`src/rtl/obi_bank_arbiter.sv`:
```
// Round-robin arbiter sharing one OBI RAM bank among NREQ requesters, with an ID FIFO routing responses back.
// Optional contention counter on stall_cnt_o when OBI_BANK_ARB_STALL_CNT_EN is defined.
module obi_bank_arbiter #(
    parameter int NREQ        = 3,
    parameter int AW          = 32,
    parameter int DW          = 32,
    parameter int OUTSTANDING = 2
) (
    input  logic                  clk_i,
    input  logic                  rst_i,
    input  logic [NREQ-1:0]       req_i,
    input  logic [NREQ*AW-1:0]    addr_i,
    input  logic [NREQ-1:0]       we_i,
    input  logic [NREQ*DW/8-1:0]  be_i,
    input  logic [NREQ*DW-1:0]    wdata_i,
    output logic [NREQ-1:0]       gnt_o,
    output logic [NREQ-1:0]       rvalid_o,
    output logic [DW-1:0]         rdata_o,
    output logic                  bank_req_o,
    output logic [AW-1:0]         bank_addr_o,
    output logic                  bank_we_o,
    output logic [DW/8-1:0]       bank_be_o,
    output logic [DW-1:0]         bank_wdata_o,
    input  logic                  bank_gnt_i,
    input  logic                  bank_rvalid_i,
    input  logic [DW-1:0]         bank_rdata_i,
    output logic [15:0]           stall_cnt_o
);

    localparam int IDW = $clog2(NREQ);
    localparam int PW  = (OUTSTANDING > 1) ? $clog2(OUTSTANDING) : 1;
    localparam int CW  = $clog2(OUTSTANDING + 1);

    logic [IDW-1:0] ptr;
    logic [IDW-1:0] rr_win;
    logic           rr_found;
    logic [IDW-1:0] winner;
    logic           locked;
    logic [IDW-1:0] lock_id;

    logic [IDW-1:0] fifo [OUTSTANDING];
    logic [PW-1:0]  head;
    logic [PW-1:0]  tail;
    logic [CW-1:0]  count;
    logic           full;
    logic           empty;
    logic           push;
    logic           pop;

    function automatic logic [IDW-1:0] rr_idx(input logic [IDW-1:0] base, input int off);
        int s;
        s = int'(base) + off;
        if (s >= NREQ) s = s - NREQ;
        return IDW'(s);
    endfunction

    function automatic logic [PW-1:0] fifo_next(input logic [PW-1:0] p);
        return (p == PW'(OUTSTANDING - 1)) ? '0 : p + 1'b1;
    endfunction

    always_comb begin
        rr_win   = '0;
        rr_found = 1'b0;
        for (int i = 0; i < NREQ; i++) begin
            if (!rr_found && req_i[rr_idx(ptr, i)]) begin
                rr_found = 1'b1;
                rr_win   = rr_idx(ptr, i);
            end
        end
    end

    // A winner that was offered but not yet granted keeps the bank until granted or it withdraws.
    assign winner = (locked && req_i[lock_id]) ? lock_id : rr_win;

    assign full  = (count == CW'(OUTSTANDING));
    assign empty = (count == '0);

    assign bank_req_o   = ~rst_i & (|req_i) & ~full;
    assign bank_addr_o  = addr_i[winner*AW +: AW];
    assign bank_we_o    = we_i[winner];
    assign bank_be_o    = be_i[winner*(DW/8) +: DW/8];
    assign bank_wdata_o = wdata_i[winner*DW +: DW];

    assign push    = bank_req_o & bank_gnt_i;
    assign pop     = ~rst_i & bank_rvalid_i & ~empty;
    assign rdata_o = bank_rdata_i;

    always_comb begin
        gnt_o    = '0;
        rvalid_o = '0;
        if (push) gnt_o[winner] = 1'b1;
        if (pop)  rvalid_o[fifo[head]] = 1'b1;
    end

    always_ff @(posedge clk_i) begin
        if (push) fifo[tail] <= winner;
        lock_id <= winner;
    end

    always_ff @(posedge clk_i) begin
        if (rst_i) begin
            ptr    <= '0;
            head   <= '0;
            tail   <= '0;
            count  <= '0;
            locked <= 1'b0;
        end else begin
            locked <= bank_req_o & ~bank_gnt_i;
            if (push) begin
                ptr  <= (winner == IDW'(NREQ - 1)) ? '0 : winner + 1'b1;
                tail <= fifo_next(tail);
            end
            if (pop) head <= fifo_next(head);
            if (push && !pop) count <= count + 1'b1;
            else if (pop && !push) count <= count - 1'b1;
        end
    end

`ifdef OBI_BANK_ARB_STALL_CNT_EN
    logic [15:0] stall_cnt;

    always_ff @(posedge clk_i) begin
        if (rst_i) begin
            stall_cnt <= '0;
        end else if ((|(req_i & ~gnt_o)) && (stall_cnt != 16'hFFFF)) begin
            stall_cnt <= stall_cnt + 16'd1;
        end
    end

    assign stall_cnt_o = stall_cnt;
`else
    assign stall_cnt_o = 16'd0;
`endif

endmodule

```
`config.mk`:
```
export PLATFORM = sky130hd
export DESIGN_NAME = obi_bank_arbiter
export DESIGN_NICKNAME = d
export VERILOG_FILES = /design/src/rtl/obi_bank_arbiter.sv
export SDC_FILE = /design/constraint.sdc
export NUM_CORES = 1
export LEC_CHECK = 0
export CAP_MARGIN = 20
export CELL_PAD_IN_SITES_DETAIL_PLACEMENT = 0
export CELL_PAD_IN_SITES_GLOBAL_PLACEMENT = 1
export CORE_UTILIZATION = 14
export DETAILED_ROUTE_END_ITERATION = 10
export PLACE_DENSITY = 0.77
export REMOVE_ABC_BUFFERS = 1
export SYNTH_ARGS = -nofsm -noshare
export SYNTH_HDL_FRONTEND = slang
export SYNTH_SLANG_ARGS = --single-unit
```
`constraint.sdc`:
```
create_clock -name clk_i -period 2.79 [get_ports clk_i]
set_input_delay 0.558 -clock clk_i [delete_from_list [all_inputs] [get_ports clk_i]]
set_output_delay 0.558 -clock clk_i [all_outputs]
set_load 0.01 [all_outputs]
```
# --- Word-level counts from Yosys, hierarchy flattened ---
# Memories as Yosys holds them, arrays and structs flattened. A register that Yosys moved wholly into a read port is not among the register bits.
# Index checks and enable logic that the tools add are counted.
op_classes:
  n_addsub: 10
  mul: 0
  div: 0
  magnitude_cmp: 11
  eq_ne: 2
  shift: 3
  mux: 34
  n_bitwise: 10
  n_reduce_logical: 14
op_table:
  columns: ["operator", "count"]
  rows:
  - ["96-bit by 8-bit indexed part select with 32-bit output", 2]
  - ["2-bit 2-to-1 mux", 10]
  - ["2-bit by 3-bit less-than comparator with 1-bit output (second input constant)", 6]
  - ["1-bit 2-to-1 mux", 15]
  - ["12-bit by 5-bit indexed part select with 4-bit output", 1]
  - ["1-bit binary-select mux with 2-bit select", 5]
  - ["1-bit logical AND", 7]
  - ["1-bit AND", 6]
  - ["3-bit by 2-bit greater-or-equal comparator with 1-bit output (second input constant)", 2]
  - ["3-bit 2-to-1 mux", 2]
  - ["2-bit subtractor (second input constant)", 3]
  - ["2-bit by 1-bit adder with 2-bit output (second input constant)", 2]
  - ["1-bit demux with 2-bit select", 2]
  - ["2-bit == test (second input constant)", 2]
  - ["2-bit by 1-bit greater-or-equal comparator with 1-bit output (second input constant)", 2]
  - ["1-bit logical NOT", 4]
  - ["1-bit NOT", 4]
  - ["2-bit by 1-bit adder with 3-bit output (second input constant)", 1]
  - ["2-bit by 2-bit adder with 3-bit output (second input constant)", 1]
  - ["3-bit OR reduction", 1]
  - ["1-bit adder (second input constant)", 2]
  - ["2-bit greater-or-equal comparator (second input constant)", 1]
  - ["2-bit logical NOT", 1]
  - ["2-bit nonzero test", 1]
  - ["2-bit by 1-bit subtractor with 2-bit output (second input constant)", 1]
totals:
  reg_bits: 9
  latch_bits: 0
  ramBits: 4
  mem_bits_ro: 0
  inputBits: 246
  out_inout_bits: 124
  wordCells: 91
  n_memories: 1
memory_table:
  columns: ["name", "depth", "word_bits", "read_ports", "rd_ports_with_merged_regs", "wr", "line_no", "source"]
  rows:
  - ["fifo", 2, 2, 1, 1, 1, "41", "logic [IDW-1:0] fifo [OUTSTANDING];"]

# --- Depth between registers and ports, before layout ---
depth:
  word_depth: 17
  ltp_mapped: 12

# --- Worst setup path after synthesis ---
# OpenSTA, ideal clock, no wires.
synth_path:
  path_kind: "register to output"
  start: "register ptr[0]"
  end: "output port bank_addr_o[12]"
  arrival_ns: 2.417
  t_required_ns: 2.232
  path_slack_ns: -0.185
  stages_incl_launch_ff: 12
  n_path_buf: 3
  path_cell_list: "dfxtp_1 -> inv_1 -> ha_1 -> buf_6 -> nor2b_4 -> a211o_1 -> and4b_4 -> a2111oi_4 -> buf_4 -> buf_2 -> o21ai_0 -> a21oi_1"
synth_between:
  elab_chain_len: 13
  word_cells_on_any_way: 28
  cone_classes: "5 x add/sub; 3 x order compare; 1 x shift; 15 x mux; 4 x reduce/logical"
synth_lines:
  columns: ["element", "line_no", "source"]
  rows:
  - ["start, declared", "34", "logic [IDW-1:0] ptr;"]
  - ["start signal, assigned", "110", "ptr <= (winner == IDW'(NREQ - 1)) ? '0 : winner + 1'b1;"]
  - ["parallel branches: the longest is 10 deep, another holds 2-bit by 1-bit adder with 3-bit output", null, null]
  - ["2-bit 2-to-1 mux (*)", "65", "if (!rr_found && req_i[rr_idx(ptr, i)]) begin"]
  - ["2-bit 2-to-1 mux (*)", "73", "assign winner = (locked && req_i[lock_id]) ? lock_id : rr_win;"]
  - ["96-bit by 8-bit indexed part select with 32-bit output (*)", "79", "assign bank_addr_o = addr_i[winner*AW +: AW];"]
  - ["end, declared", "20", "output logic [AW-1:0] bank_addr_o,"]
# Every way passes the cells marked *. The select of a mux whose other input is x is not followed.

# --- Final worst setup path ---
layout_path:
  start: "register ptr[0]"
  end: "output port bank_addr_o[6]"
# Same word-level chain as after synthesis.

==> flow_metrics.env <==
export IMPL_dpl_hpwl_um=13100
export IMPL_hold_viol_final=0
export IMPL_clk_pin_slew_ns=0.04
export IMPL_skew_ns=0.00326
export IMPL_reg2reg_to="ptr[1]$_SDFFE_PP0P_"
export IMPL_grt_ovfl_total=0
export IMPL_h_tree_depth=1
export IMPL_final_net_count=1045
export IMPL_power_density_nw_per_um2=1120
export IMPL_wire_per_inst_um=18.8
export IMPL_ys_ff_latch=14
export IMPL_fmax_ghz=0.304
export IMPL_netlist_cell_type_count=50
export IMPL_regToRegSetupSlack_ns=0.27
export IMPL_criticalPathCategory="register to output pin"
export IMPL_setup_ws_ns=-0.496
export IMPL_totalWireLength_um=20100
export IMPL_place_congestion=0.803
export IMPL_vdd_drop_max_mv=0.553
export IMPL_design_area_um2=7700
export IMPL_antenna_cells=0
export IMPL_first_iter_violations=154
export IMPL_status="finished, violations left"
export IMPL_area_growth_pct=153
export IMPL_synth_edf_count=4
export IMPL_layout_drive_gt1_share_pct=37.1
export IMPL_violations="setup timing"
export IMPL_first_global_vias=4736
export IMPL_holdCritStartpoint="head$_SDFFE_PP0P_"
export IMPL_antenna_found_initial=0
export IMPL_synthCells=487
export IMPL_fp_dieH_um=150
export IMPL_cts_sinks=14
export IMPL_vias=4864
export IMPL_pin_count=370
export IMPL_cp_startpoint="ptr[0]$_SDFFE_PP0P_"
export IMPL_finalCritPeriodShare_pct=118
export IMPL_die_w_um=150
export IMPL_ys_seq_area_share_pct=10.5
export IMPL_num_rows=53
export IMPL_numCtsBuffers=3
export IMPL_grt_total_usage_pct=15.8
export IMPL_synthTopCellsByArea="a31oi_1, a21oi_1, buf_4, o21ai_0, nor2_1"
export IMPL_min_path_type="register to register"
export IMPL_cts_tree="yes"
export IMPL_finalSetupViolations=72
export IMPL_port_buffers=289
export IMPL_syn_area_um2=3050
export IMPL_viasPerCell=4.55
export IMPL_reg2reg_from="ptr[0]$_SDFFE_PP0P_"
export IMPL_firstDrtPassIters=4
export IMPL_tns_ns=-30.78
export IMPL_period_needed_ns=3.29
export IMPL_grt_pass1_wl_um=27200
export IMPL_cp_max_fo=7
export IMPL_total_power_uw=8640
export IMPL_synth_top_area_share_pct=14.2
export IMPL_start_kind="register"
export IMPL_ant_nets=0
export IMPL_max_cap_violations=0
export IMPL_start_util_pct=14.4
export IMPL_worst_r2r_cell_count=12
export IMPL_cts_max_path_buffers=2
export IMPL_grt_max_degree=39
export IMPL_worst_ep_arrival_time_ns=2.73
export IMPL_postSynthAreaPerCell_um2=6.26
export IMPL_endpoint_kind="output pin"
export IMPL_die_area_um2=22400
export IMPL_leakage_uw=0.00291
export IMPL_whs_path_depth=2
export IMPL_core_um2=21200
export IMPL_cts_root_buffer="clkbuf_16"
export IMPL_nFillCells=2213
export IMPL_yosysWarningCount=0
export IMPL_rsz0062_at_grt="true"
export IMPL_drc_errors=0
export IMPL_maxSlewViolCount=0
export IMPL_yosysTopAreaCell="a31oi_1"
export IMPL_insertion_delay_ns=0.24
export IMPL_ys_flop_type="dfxtp_1"
export IMPL_cp_required_ns=2.23
export IMPL_async_reset_ff_share_pct=0
export IMPL_placed_area_um2=6320
flip-flops by register name, summed over array words and instances, names as in the netlist, named ones only:
signal,cells
head,1
count,2
ptr,2
lock_id,2
tail,1
fifo,4
locked,1
critical path, stage by stage, from the launching register on:
cell	delay, ns
dfxtp_2	0.34
inv_2	0.05
ha_4	0.30
buf_6	0.11
buf_4	0.10
nand2_1	0.06
a21oi_2	0.15
nor2_2	0.08
a2111o_2	0.56
buf_12	0.18
buf_16	0.16
a31oi_4	0.17
a21oi_2	0.07
buf_2	0.15
per-layer routing:
metal | global-route usage (%) | routed length (µm)
met5 | 0 | 0
met4 | 3.32 | 223
met3 | 5.52 | 1710
met2 | 26.7 | 9730
met1 | 19.1 | 8440
where the power goes:
part / internal, µW / switching [µW] / total (µW)
combinational: 4110 / 3950 / 8060
sequential: 271 / 40.1 / 311
clock: 189 / 77.8 / 267
cell usage after synthesis, drive strengths merged, types with 2 or more instances:
| cell | n |
|---|---|
| nor2b | 5 |
| nand4b | 2 |
| clkbuf | 28 |
| mux2i | 2 |
| xor2 | 3 |
| inv | 8 |
| a21boi | 2 |
| and4b | 2 |
| a31oi | 69 |
| a21oi | 74 |
| nor4 | 2 |
| nand2 | 9 |
| nand3b | 2 |
| nor2 | 84 |
| ha | 5 |
| dfxtp | 10 |
| buf | 71 |
| nand2b | 5 |
| edfxtp | 4 |
| nor3 | 3 |
| a21o | 2 |
| o21ai | 74 |
cells in the final DEF, fill, tap and decap left out, types with 8 or more instances in the layout:
cell type	n
o21ai_0	22
buf_6	12
clkdlybuf4s50_1	214
buf_16	10
dfxtp_1	8
conb_1	16
nand2_1	8
buf_4	44
a31oi_1	22
a21oi_1	46
nor2_1	78
o21ai_1	31
buf_2	73
a21oi_2	28
buf_12	20
o21ai_2	18
clkbuf_16	9
a31oi_4	40
metrics by stage:
stage / util, % / hold slack [ns] / std cells / worst slack [ns]
4_1_cts: 33.0 / 0.511 / 1060 / -0.474
2_1_floorplan: - / 0.457 / 403 / -1.61
3_5_place_dp: 29.8 / 0.501 / 1031 / -1.16
6_report: 36.3 / 0.513 / 1068 / -0.496
3_3_place_gp: 29.8 / 0.489 / 1031 / -1.21
5_1_grt: 36.3 / 0.569 / 1068 / -0.613
worst max path at each step:
| stage | end | slack (ns) | cells after the start |
|---|---|---|---|
| 2_1_floorplan | bank_addr_o[0] | -1.61 | 9 |
| 3_3_place_gp | bank_addr_o[21] | -1.21 | 10 |
| 3_5_place_dp | bank_addr_o[21] | -1.16 | 9 |
| 4_1_cts | bank_addr_o[21] | -0.47 | 13 |
| 5_1_grt | bank_addr_o[14] | -0.61 | 12 |
| 6_report | bank_addr_o[6] | -0.50 | 13 |
what timing repair did:
action                                  4_1_cts  5_1_grt
gates cloned                                  9        6
hold buffers                                  0        0
resized for setup                           414      121
endpoints found under the setup margin       75       72
setup buffers                                20        3
pin swaps                                   105       58
cell type report:
type                            count  area, µm²  area share, %
Timing Repair Buffer              386       3890           50.5
Multi-Input combinational cell    380       3010           39.1
Tap cell                          275        344           4.47
Sequential cell                    14        325           4.22
Clock buffer                        3       75.1          0.975
Inverter                            9       46.3          0.601
Clock inverter                      1       3.75         0.0487
cells by family after synthesis:
logic type               count (synthesis)  synth area share [%]
AO/OA/AOI/OAI                          235                  44.6
XOR/XNOR                                 4                  1.15
adder cells (fa/ha/maj)                  5                  2.05
buffers and inverters                  108                  23.1
flip-flops                              14                  10.5
multiplexers                             2                 0.657
other                                    1                 0.123
AND/OR/NAND/NOR                        118                  17.8
Note: power is estimated with default switching activity, not from simulation.
